[src/rtl/trade_limiter_pkg.sv]
// Shared types and width helpers for the multi-channel trade limiter.
package trade_limiter_pkg;

  // Widest per-channel counter the channel state record can hold.
  localparam int CNT_W_MAX = 16;

  function automatic int ch_idx_w(input int num_ch);
    return (num_ch > 1) ? $clog2(num_ch) : 1;
  endfunction

  // Total-count width: room for every channel saturated plus one spare bit.
  function automatic int total_w(input int num_ch, input int cnt_w);
    return cnt_w + $clog2(num_ch) + 1;
  endfunction

  typedef struct packed {
    logic [CNT_W_MAX-1:0] count;
    logic [CNT_W_MAX-1:0] win_cnt;
    logic                 halt;
    logic                 throttle;
  } ch_state_t;

endpackage

[src/rtl/trade_limiter_if.sv]
// Match inputs, control/config and status outputs of the trade limiter.
interface trade_limiter_if
  import trade_limiter_pkg::*;
#(
  parameter int NUM_CH = 4,
  parameter int CNT_W  = 8
) ();
  logic [NUM_CH-1:0]                  match_signal;
  logic                               enable_count;
  logic [NUM_CH-1:0]                  clear_ch;
  logic                               clear_all;
  logic                               cfg_we;
  logic [ch_idx_w(NUM_CH)-1:0]        cfg_ch;
  logic [CNT_W-1:0]                   cfg_limit;
  logic [ch_idx_w(NUM_CH)-1:0]        rd_ch;
  logic [CNT_W-1:0]                   rd_count;
  logic [NUM_CH*CNT_W-1:0]            trade_count_vec;
  logic [total_w(NUM_CH, CNT_W)-1:0]  total_count;
  logic [NUM_CH-1:0]                  accept_pulse;
  logic [NUM_CH-1:0]                  halt_vec;
  logic [NUM_CH-1:0]                  throttle_vec;
  logic                               global_halt;

  modport slave (
    input  match_signal, enable_count, clear_ch, clear_all,
           cfg_we, cfg_ch, cfg_limit, rd_ch,
    output rd_count, trade_count_vec, total_count, accept_pulse,
           halt_vec, throttle_vec, global_halt
  );

  modport master (
    output match_signal, enable_count, clear_ch, clear_all,
           cfg_we, cfg_ch, cfg_limit, rd_ch,
    input  rd_count, trade_count_vec, total_count, accept_pulse,
           halt_vec, throttle_vec, global_halt
  );
endinterface

[src/rtl/trade_ch_counter.sv]
// One channel: edge detect, programmable lifetime limit, window rate throttle.
module trade_ch_counter
  import trade_limiter_pkg::*;
#(
  parameter int CNT_W         = 8,
  parameter int DEFAULT_LIMIT = 100,
  parameter int RATE_MAX      = 8
) (
  input  logic             clk,
  input  logic             reset,
  input  logic             match_in,
  input  logic             enable_count,
  input  logic             global_halt,
  input  logic             win_term,
  input  logic             clear_ch,
  input  logic             clear_all,
  input  logic             cfg_we,
  input  logic [CNT_W-1:0] cfg_limit,
  output logic             accept,
  output logic             accept_pulse,
  output logic [CNT_W-1:0] count,
  output logic             halt,
  output logic             throttle
);
  localparam logic [CNT_W_MAX-1:0] CNT_SAT  = CNT_W_MAX'({CNT_W{1'b1}});
  localparam logic [CNT_W_MAX-1:0] RATE_LIM = CNT_W_MAX'(RATE_MAX);
  localparam logic [CNT_W_MAX-1:0] ONE      = CNT_W_MAX'(1);

  ch_state_t            st, st_nxt;
  logic                 match_d, edge_det, clr;
  logic [CNT_W-1:0]     limit;
  logic [CNT_W_MAX-1:0] lim_x;

  assign lim_x    = CNT_W_MAX'(limit);
  assign clr      = clear_ch | clear_all;
  assign edge_det = match_in & ~match_d;
  assign accept   = enable_count & edge_det & ~st.halt & ~st.throttle & ~global_halt & ~clr;

  always_comb begin
    st_nxt = st;
    if (clr) begin
      st_nxt = '0;
    end else begin
      if (accept && st.count != CNT_SAT && (limit == '0 || st.count < lim_x))
        st_nxt.count = st.count + ONE;
      // Evaluated every cycle so a lowered limit halts on the following edge.
      if (limit != '0 && st_nxt.count >= lim_x)
        st_nxt.halt = 1'b1;
      if (win_term) begin
        st_nxt.win_cnt  = '0;
        st_nxt.throttle = 1'b0;
      end else if (accept) begin
        st_nxt.win_cnt = st.win_cnt + ONE;
        if (st_nxt.win_cnt >= RATE_LIM) st_nxt.throttle = 1'b1;
      end
    end
  end

  always_ff @(posedge clk or posedge reset) begin
    if (reset) begin
      st           <= '0;
      match_d      <= 1'b0;
      accept_pulse <= 1'b0;
      limit        <= CNT_W'(DEFAULT_LIMIT);
    end else begin
      st           <= st_nxt;
      match_d      <= match_in;
      accept_pulse <= accept;
      if (cfg_we) limit <= cfg_limit;
    end
  end

  assign count    = st.count[CNT_W-1:0];
  assign halt     = st.halt;
  assign throttle = st.throttle;

endmodule

[src/rtl/trade_limiter.sv]
// Multi-channel trade counter / rate limiter with a saturating global total.
module trade_limiter
  import trade_limiter_pkg::*;
#(
  parameter int NUM_CH        = 4,
  parameter int CNT_W         = 8,
  parameter int DEFAULT_LIMIT = 100,
  parameter int WINDOW_CYCLES = 1024,
  parameter int RATE_MAX      = 8,
  parameter int GLOBAL_MAX    = 255
) (
  input logic             clk,
  input logic             reset,
  trade_limiter_if.slave  bus
);
  localparam int IDX_W = ch_idx_w(NUM_CH);
  localparam int TOT_W = total_w(NUM_CH, CNT_W);
  localparam int TMR_W = $clog2(WINDOW_CYCLES);

  logic [TMR_W-1:0]              win_timer;
  logic                          win_term, global_halt;
  logic [NUM_CH-1:0]             accept, cfg_sel, pulse, halt, throttle;
  logic [NUM_CH-1:0][CNT_W-1:0]  counts;
  logic [TOT_W:0]                tot_sum;
  logic [TOT_W-1:0]              total, total_nxt;
  logic [CNT_W-1:0]              rd_mux;

  assign win_term = (win_timer == TMR_W'(WINDOW_CYCLES - 1));

  for (genvar g = 0; g < NUM_CH; g++) begin : g_ch
    // Channel indices with no instance never match, so such writes are dropped.
    assign cfg_sel[g] = bus.cfg_we & (bus.cfg_ch == IDX_W'(g));
    trade_ch_counter #(
      .CNT_W(CNT_W), .DEFAULT_LIMIT(DEFAULT_LIMIT), .RATE_MAX(RATE_MAX)
    ) u_ch (
      .clk(clk), .reset(reset),
      .match_in(bus.match_signal[g]), .enable_count(bus.enable_count),
      .global_halt(global_halt), .win_term(win_term),
      .clear_ch(bus.clear_ch[g]), .clear_all(bus.clear_all),
      .cfg_we(cfg_sel[g]), .cfg_limit(bus.cfg_limit),
      .accept(accept[g]), .accept_pulse(pulse[g]), .count(counts[g]),
      .halt(halt[g]), .throttle(throttle[g])
    );
  end

  always_comb begin
    tot_sum = {1'b0, total};
    for (int i = 0; i < NUM_CH; i++) tot_sum = tot_sum + (TOT_W+1)'(accept[i]);
    total_nxt = tot_sum[TOT_W] ? '1 : tot_sum[TOT_W-1:0];
  end

  always_comb begin
    rd_mux = '0;
    for (int i = 0; i < NUM_CH; i++)
      if (bus.rd_ch == IDX_W'(i)) rd_mux = counts[i];
  end

  always_ff @(posedge clk or posedge reset) begin
    if (reset) begin
      win_timer     <= '0;
      total         <= '0;
      global_halt   <= 1'b0;
      bus.rd_count  <= '0;
    end else begin
      bus.rd_count <= rd_mux;
      if (bus.clear_all) begin
        win_timer   <= '0;
        total       <= '0;
        global_halt <= 1'b0;
      end else begin
        win_timer   <= win_term ? '0 : win_timer + TMR_W'(1);
        total       <= total_nxt;
        global_halt <= global_halt | (32'(total_nxt) >= 32'(GLOBAL_MAX));
      end
    end
  end

  assign bus.trade_count_vec = counts;
  assign bus.total_count     = total;
  assign bus.accept_pulse    = pulse;
  assign bus.halt_vec        = halt;
  assign bus.throttle_vec    = throttle;
  assign bus.global_halt     = global_halt;

endmodule

[src/flat_wrapper.sv]
// flat-port wrapper written by rule: the top's interface ports become plain ports
module trade_limiter_flat import trade_limiter_pkg::*;
#(
  parameter int NUM_CH        = 4,
  parameter int CNT_W         = 8,
  parameter int DEFAULT_LIMIT = 100,
  parameter int WINDOW_CYCLES = 1024,
  parameter int RATE_MAX      = 8,
  parameter int GLOBAL_MAX    = 255
)
  (clk, reset, bus_match_signal, bus_enable_count, bus_clear_ch, bus_clear_all, bus_cfg_we, bus_cfg_ch, bus_cfg_limit, bus_rd_ch, bus_rd_count, bus_trade_count_vec, bus_total_count, bus_accept_pulse, bus_halt_vec, bus_throttle_vec, bus_global_halt);
  trade_limiter_if #(.NUM_CH(NUM_CH), .CNT_W(CNT_W)) bus_i ();
  input logic clk;
  input logic reset;
  input wire logic [$bits(bus_i.match_signal)-1:0] bus_match_signal;
  input wire logic [$bits(bus_i.enable_count)-1:0] bus_enable_count;
  input wire logic [$bits(bus_i.clear_ch)-1:0] bus_clear_ch;
  input wire logic [$bits(bus_i.clear_all)-1:0] bus_clear_all;
  input wire logic [$bits(bus_i.cfg_we)-1:0] bus_cfg_we;
  input wire logic [$bits(bus_i.cfg_ch)-1:0] bus_cfg_ch;
  input wire logic [$bits(bus_i.cfg_limit)-1:0] bus_cfg_limit;
  input wire logic [$bits(bus_i.rd_ch)-1:0] bus_rd_ch;
  output wire logic [$bits(bus_i.rd_count)-1:0] bus_rd_count;
  output wire logic [$bits(bus_i.trade_count_vec)-1:0] bus_trade_count_vec;
  output wire logic [$bits(bus_i.total_count)-1:0] bus_total_count;
  output wire logic [$bits(bus_i.accept_pulse)-1:0] bus_accept_pulse;
  output wire logic [$bits(bus_i.halt_vec)-1:0] bus_halt_vec;
  output wire logic [$bits(bus_i.throttle_vec)-1:0] bus_throttle_vec;
  output wire logic [$bits(bus_i.global_halt)-1:0] bus_global_halt;
  assign bus_i.match_signal = bus_match_signal;
  assign bus_i.enable_count = bus_enable_count;
  assign bus_i.clear_ch = bus_clear_ch;
  assign bus_i.clear_all = bus_clear_all;
  assign bus_i.cfg_we = bus_cfg_we;
  assign bus_i.cfg_ch = bus_cfg_ch;
  assign bus_i.cfg_limit = bus_cfg_limit;
  assign bus_i.rd_ch = bus_rd_ch;
  assign bus_rd_count = bus_i.rd_count;
  assign bus_trade_count_vec = bus_i.trade_count_vec;
  assign bus_total_count = bus_i.total_count;
  assign bus_accept_pulse = bus_i.accept_pulse;
  assign bus_halt_vec = bus_i.halt_vec;
  assign bus_throttle_vec = bus_i.throttle_vec;
  assign bus_global_halt = bus_i.global_halt;
  trade_limiter #(.NUM_CH(NUM_CH), .CNT_W(CNT_W), .DEFAULT_LIMIT(DEFAULT_LIMIT), .WINDOW_CYCLES(WINDOW_CYCLES), .RATE_MAX(RATE_MAX), .GLOBAL_MAX(GLOBAL_MAX)) u_core (.clk(clk), .reset(reset), .bus(bus_i));
endmodule
[config.mk]
export PLATFORM = sky130hd
export DESIGN_NAME = trade_limiter_flat
export DESIGN_NICKNAME = d
export VERILOG_FILES = /design/src/rtl/trade_limiter_pkg.sv /design/src/rtl/trade_limiter_if.sv /design/src/rtl/trade_ch_counter.sv /design/src/rtl/trade_limiter.sv /design/src/flat_wrapper.sv
export SDC_FILE = /design/constraint.sdc
export NUM_CORES = 1
export LEC_CHECK = 0
export BUFFER_PORTS_ARGS = -buffer_cell sky130_fd_sc_hd__buf_2
export CORE_MARGIN = 4
export CORE_UTILIZATION = 26
export CTS_BUF_LIST = sky130_fd_sc_hd__clkbuf_4 sky130_fd_sc_hd__clkbuf_8
export DETAILED_ROUTE_END_ITERATION = 12
export PLACE_DENSITY_LB_ADDON = 0.2
export SYNTH_ARGS = -nofsm -noshare
export SYNTH_HDL_FRONTEND = slang
export SYNTH_SLANG_ARGS = --single-unit
[constraint.sdc]
create_clock -name clk -period 6.8 [get_ports clk]
set_input_delay 1.36 -clock clk [delete_from_list [all_inputs] [get_ports clk]]
set_output_delay 1.36 -clock clk [all_outputs]
set_load 0.02 [all_outputs]
### Word-level counts from Yosys, hierarchy flattened

Cells that the tools add are included.

| word-level totals | value |
|---|---|
| output and inout port bits | 64 |
| input port bits | 25 |
| word-level logic and storage cells | 206 |
| bits in registers | 206 |

| cells by class | value |
|---|---|
| magnitude comparators | 13 |
| bitwise logic cells | 50 |
| mux-type cells | 45 |
| add/subtract/negate cells | 13 |
| eq/ne operators | 11 |
| reductions and logical operators | 42 |

Operators by type and width:

| operator | count |
|---|---|
| $mux W16 | 16 |
| $mux W34 | 4 |
| $add A16 B1 Y16 const B | 8 |
| $ge A16 B4 Y1 const B | 4 |
| $ge A16 B8 Y1 | 4 |
| $lt A16 B8 Y1 | 4 |
| $ne A16 B8 Y1 const B | 4 |
| $add A12 B1 Y12 | 3 |
| $logic_not A8 Y1 | 4 |
| $mux W8 | 4 |
| $reduce_bool A8 Y1 | 4 |
| $and A1 B1 Y1 | 28 |
| $reduce_bool A3 Y1 | 8 |
| $mux W11 | 2 |
| $mux W10 | 2 |
| $mux W1 | 17 |
| $not A1 Y1 | 17 |
| $add A11 B1 Y12 | 1 |
| $logic_and A1 B1 Y1 | 12 |
| $ge A11 B8 Y1 const B | 1 |
| $add A10 B1 Y10 const B | 1 |
| $eq A10 B10 Y1 const B | 1 |
| $eq A2 B2 Y1 const B | 4 |
| $reduce_and A2 Y1 | 4 |
| 5 further kinds | 17 |

### Logic depth before layout (Yosys ltp)

| depth | value |
|---|---|
| word-level depth | 15 |
| mapped depth | 18 |
| mapped depth without buffers | 16 |

### By module

Synthesis repeated with hierarchy kept, for this count alone.

| second synthesis, totals | value |
|---|---|
| cells, all modules | 1,391 |
| area total of the unflattened synthesis | 12,952.4 um^2 |

By module, submodules not included:

| module | area an instance (um^2) | cells each | instances | seq. area each (um^2) |
|---|---|---|---|---|
| trade_ch_counter at u_core.g_ch[0].u_ch ... | 2,786.4 | 309 | 3 | 1,104.8 |
| trade_ch_counter at u_core.g_ch[2].u_ch | 2,801.4 | 303 | 1 | 1,104.8 |
| trade_limiter | 1,791.7 | 161 | 1 | 750.7 |

### Worst setup path after synthesis

Ideal clock, no wire load.

| timing | value |
|---|---|
| kind | input to register |
| start point | input port bus_enable_count |
| end point | register u_core.g_ch[0].u_ch.st, in the netlist u_core.g_ch[0].u_ch.halt |
| arrival | 4,085 ps |
| setup time | 129 ps |
| setup slack | 2,586 ps |
| stages on the path | 16 |
| cell sequence | nor2b_1 buf_2 nand3_2 or4b_1 o22ai_1 buf_4 nand3_4 or3_1 nand2_1 ha_1 a21o_1 a211oi_1 o21ai_0 o211ai_1 and3_1 a31oi_1 |

| on the way | value |
|---|---|
| longest elaborated chain between the ends | 12 |

RTL lines:

| what | line | RTL |
|---|---|---|
| from (decl) | flat_wrapper.sv:16 | `input wire logic [$bits(bus_i.enable_count)-1:0] bus_enable_count;` |
| $and A1 B1 Y1 (5 in a row) | trade_ch_counter.sv:37 | `assign accept = enable_count & edge_det & ~st.halt & ~st.throttle & ~global_halt & ~clr;` |
| $logic_and A1 B1 Y1 (2 in a row) | trade_ch_counter.sv:44 | `if (accept && st.count != CNT_SAT && (limit == '0 \|\| st.count < lim_x))` |
| $mux W16 | trade_ch_counter.sv:44 |  |
| $mux W16 | trade_ch_counter.sv:41 | `if (clr) begin` |
| $ge A16 B8 Y1 | trade_ch_counter.sv:47 | `if (limit != '0 && st_nxt.count >= lim_x)` |
| $logic_and A1 B1 Y1 | trade_ch_counter.sv:47 |  |
| $reduce_bool A2 Y1 (no line) | -- |  |
| to (signal assigned) | trade_ch_counter.sv:66 | `st <= st_nxt;` |
| to (decl) | trade_ch_counter.sv:29 | `ch_state_t st, st_nxt;` |

No other way between the ends. The select of a mux whose other input is x is not followed.
A chain may end at the register's enable or synchronous reset.

### Final worst setup path

| timing | value |
|---|---|
| start point | input port bus_clear_all |
| end point | register u_core.g_ch[3].u_ch.st, in the netlist u_core.g_ch[3].u_ch.halt |

| on the way | value |
|---|---|
| longest elaborated chain between the ends | 10 |
| elaborated cells on any way between the ends | 11 |
| those cells by class | 1 x order compare; 3 x mux; 3 x bitwise; 4 x reduce/logical |

RTL lines:

| what | line | RTL |
|---|---|---|
| from (decl) | flat_wrapper.sv:18 | `input wire logic [$bits(bus_i.clear_all)-1:0] bus_clear_all;` |
| $or A1 B1 Y1 (*) | trade_ch_counter.sv:35 | `assign clr = clear_ch \| clear_all;` |
| $not A1 Y1 | trade_ch_counter.sv:37 |  |
| $and A1 B1 Y1 | trade_ch_counter.sv:37 |  |
| $logic_and A1 B1 Y1 (2 in a row) | trade_ch_counter.sv:44 |  |
| $mux W16 | trade_ch_counter.sv:44 |  |
| $mux W16 | trade_ch_counter.sv:41 |  |
| $ge A16 B8 Y1 | trade_ch_counter.sv:47 |  |
| $logic_and A1 B1 Y1 | trade_ch_counter.sv:47 |  |
| $reduce_bool A2 Y1 (no line) | -- |  |
| to (signal assigned) | trade_ch_counter.sv:66 |  |
| to (decl) | trade_ch_counter.sv:29 |  |

Mark *: on every way between the ends. The rest lies on a longest branch, timed or not. The select of a mux whose other input is x is not followed.

==> results.md <==
- I/O pin cnt: 89
- Total gr overflow: 0
- CORE AREA: 48150 sq um
- Async SR Flop Fraction: 1.000
- DR iter-0 viols: 499
- Crit share post-route: 0.6834
- Clock latency on the worst-skew pair: 0.61 ns
- PD cells: 203.6 nW/um^2
- Worst Hold Slack: 0.4858 ns
- Final Non-Filler Cells: 2090
- Vias: 9747
- P_int: 2.185 mW
- Combinational share of power: 0.085
- Least-Margin Pin Slew: 0.8591 ns
- Num CTS Buffers: 42
- Row Count: 80
- Top-count cell post-synth: dfrtp_1
- Top post-synthesis cells by area: dfrtp_1 38%, ha_1 7.3%, nor2_1 4.8%
- Dpl cell area: 13600 sq um
- Diode count: 0
- Fin util: 0.3012
- Max clock buf depth: 3
- # port buffers: 88
- Static leakage: 6.443 nW
- DRT Wirelength: 35.80 mm
- Slew HR: 0.4220
- Vias in the first global route: 9805
- Worst reg2reg setup slack: 2.67 ns
- First-pass GRT wire length: 57.12 mm
- DRT Pass-1 Iters: 4
- Avg Vias per Cell: 4.664
- Yosys top cell area share: 0.3808
- Die Ht: 229.4 microns
- Switching Share: 0.2600
- Yosys top cell by area: dfrtp_1
- Setup violators final: 0
- Worst min-delay path category: reg -> reg
- Clock Skews: 0.03258 ns
- Setup CP Type: in -> reg
- Max-slew violation count: 0
- Maxcap violations: 0
- Fill cells: 5083
- Final hold vios: 0
- RSZ-0062 raised after global routing: no
- Die W: 229.4 microns
- Outcome: complete, no violations
- Worst hold path cell count: 1
- Register clock-pin slew on the reported worst setup and hold paths: 0.07 ns
- Post-synthesis sequential area ratio: 0.4055
- DR WL/cell: 17.13 microns
- Share of power burned in registers: 0.444
- Fin Setup TNS: 0 ns
- PostCTS Resize Cnt: 0
- Clk sinks: 206
- Placed insts: 2012
- Number of synthesized flops with an enable pin: 0
- Syn avg cell area: 9.485 sq um
- Fmax: 0.2152 GHz
- Cell variety after synth: 70
- CTS tree: yes
- Sw Pwr: 0.7676 mW
- Worst Path Required: 7.27 ns
- # nets final: 1502
- Crit path max fanout: 25
- Antenna-violating nets left: 0
- Commonest cells in the netlist: 194 x dfrtp_1, 164 x nor2_1, 89 x nand2_1
- Routability cong.: 0.8057
- CP Launch Type: input port
- Syn Inst Count: 1344
- H-tree depth: 2
- Initial antenna violation count: 2
- Post-Syn Nets: 1446
- Starting Density: 0.2648
- Total GRT Usage: 0.1357
- Hold Crit Start: u_core.win_timer[0]
- Reg2Reg Depth: 14
- Area Growth Syn to Fin: 13.76%
- # hold bufs at CTS: 0
- Cell Area, Synth: 12750 sq um
- Main synth FF type: dfrtp_1
- Hold Path Sink: u_core.win_timer[0]
- Final HPWL DP: 25.47 mm
- RR Endpoint: u_core.g_ch[1].u_ch.halt
- Crit. End Element: register
- Worst vdd ir: 96.71 uV
- Warnings from Yosys: 0
- Largest net degree at the start of global routing: 131
- Worst r2r src: u_core.g_ch[1].u_ch.halt
- Postcts setup bufs: 0
- CP Data Arrival Time: 5.11 ns
- Cell area after layout: 14500 sq um
- CTS root buf: clkbuf_8
- Die Area: 52640 sq um
- Layout cells sized above 1: 0.1743
- #FFs+latches synth: 206
- Clock power frac: 0.471
- # DRC: 0
- Tmin final: 4.647 ns
routing by layer:
| layer | part of all wire | global-route usage | vias to the layer above |
|---|---|---|---|
| li1 | - | - | 4840 |
| met5 | 0.00075 | 0 | - |
| met2 | 0.46 | 0.2206 | 154 |
| met4 | 0.029 | 0.04488 | 4 |
| met1 | 0.46 | 0.1772 | 4681 |
| met3 | 0.046 | 0.03342 | 68 |
layout by cell type (no fill, tap or decap), types with 10 or more instances in the layout:
master    instances
a211oi_1         12
a21o_1           10
a21oi_1          30
a31oi_1          11
and2_1           43
and3_1           37
buf_2            88
clkbuf_4         21
clkbuf_8         53
dfrtp_1         194
dfstp_2          12
ha_1             74
inv_1            50
mux2_2           34
nand2_1          89
nand2b_1         13
nand3_1          67
nand4_1          49
nor2_1          164
nor3_1           25
nor4_1           22
o21ai_0          38
or2_2            10
or3_1            10
xnor2_1          68
xor2_1           70
sequential cells by signal, indices dropped and copies added (netlist names):
register,cells
u_core.g_ch.u_ch.st,96
u_core.g_ch.u_ch.count,32
u_core.g_ch.u_ch.limit,32
u_core.bus.total_count,11
u_core.win_timer,10
u_core.bus.rd_count,8
u_core.g_ch.u_ch.accept_pulse,4
u_core.g_ch.u_ch.halt,4
u_core.g_ch.u_ch.match_d,4
u_core.g_ch.u_ch.throttle,4
u_core.bus.global_halt,1
critical path, stage by stage:
cell	delay (ns)
buf_2	0.30
nor2_1	0.72
nand3_1	0.45
a211oi_2	0.29
buf_4	0.23
o21ai_1	0.21
xor2_1	0.23
ha_1	0.32
nand2b_1	0.14
a21o_1	0.17
a21o_1	0.18
a211oi_1	0.20
o21ai_0	0.11
o211ai_1	0.10
a31oi_1	0.10
worst max-delay path by stage:
stage | endpoint | startpoint | slack [ns] | cells after the start
floorplan | u_core.g_ch[0].u_ch.halt | bus_enable_count | 2.59 | 16
global placement | u_core.g_ch[3].u_ch.halt | bus_clear_all | 1.58 | 15
detailed placement | u_core.g_ch[3].u_ch.halt | bus_clear_all | 1.48 | 15
CTS | u_core.g_ch[3].u_ch.halt | bus_clear_all | 2.15 | 15
global route | u_core.g_ch[1].u_ch.halt | bus_enable_count | 1.82 | 16
finish | u_core.g_ch[3].u_ch.halt | bus_clear_all | 2.15 | 15
logic make-up (layout without fill, tap and decap cells):
family / after synthesis / count (layout) / synth area share
flip-flops: 206 / 206 / 0.4055
AO/OA/AOI/OAI: 164 / 164 / 0.08706
adder cells (fa/ha/maj): 77 / 77 / 0.07734
XOR/XNOR: 138 / 138 / 0.09481
buffers and inverters: 136 / 226 / 0.05408
multiplexers: 47 / 47 / 0.04809
AND/OR/NAND/NOR: 576 / 576 / 0.2331
power groups by stage:
stage          clock network [mW]  logic [mW]  registers, mW
2_1_floorplan                   0       0.178           1.32
3_3_place_gp                    0       0.253           1.33
3_5_place_dp                    0       0.256           1.33
4_1_cts                      1.46       0.258           1.31
5_1_grt                      1.52       0.293           1.32
6_report                     1.39       0.251           1.31
per-stage QoR:
step / power (mW) / setup WS [ns]
2_1_floorplan: 1.499 / 2.586
3_3_place_gp: 1.584 / 1.581
5_1_grt: 3.132 / 1.824
3_5_place_dp: 1.588 / 1.476
6_report: 2.952 / 2.153
4_1_cts: 3.032 / 2.149
cell type report:
type / count / area, sq um / share of cell area
multi-input combinational: 1002 / 6889 / 0.4750
sequential: 206 / 5170 / 0.3565
clock buffer: 74 / 887.1 / 0.06117
tap: 656 / 820.8 / 0.05660
timing repair buffer: 97 / 520.5 / 0.03589
inverter: 51 / 195.2 / 0.01346
clock inverter: 4 / 20.02 / 0.001380
Power figures use the tool's default switching activity.
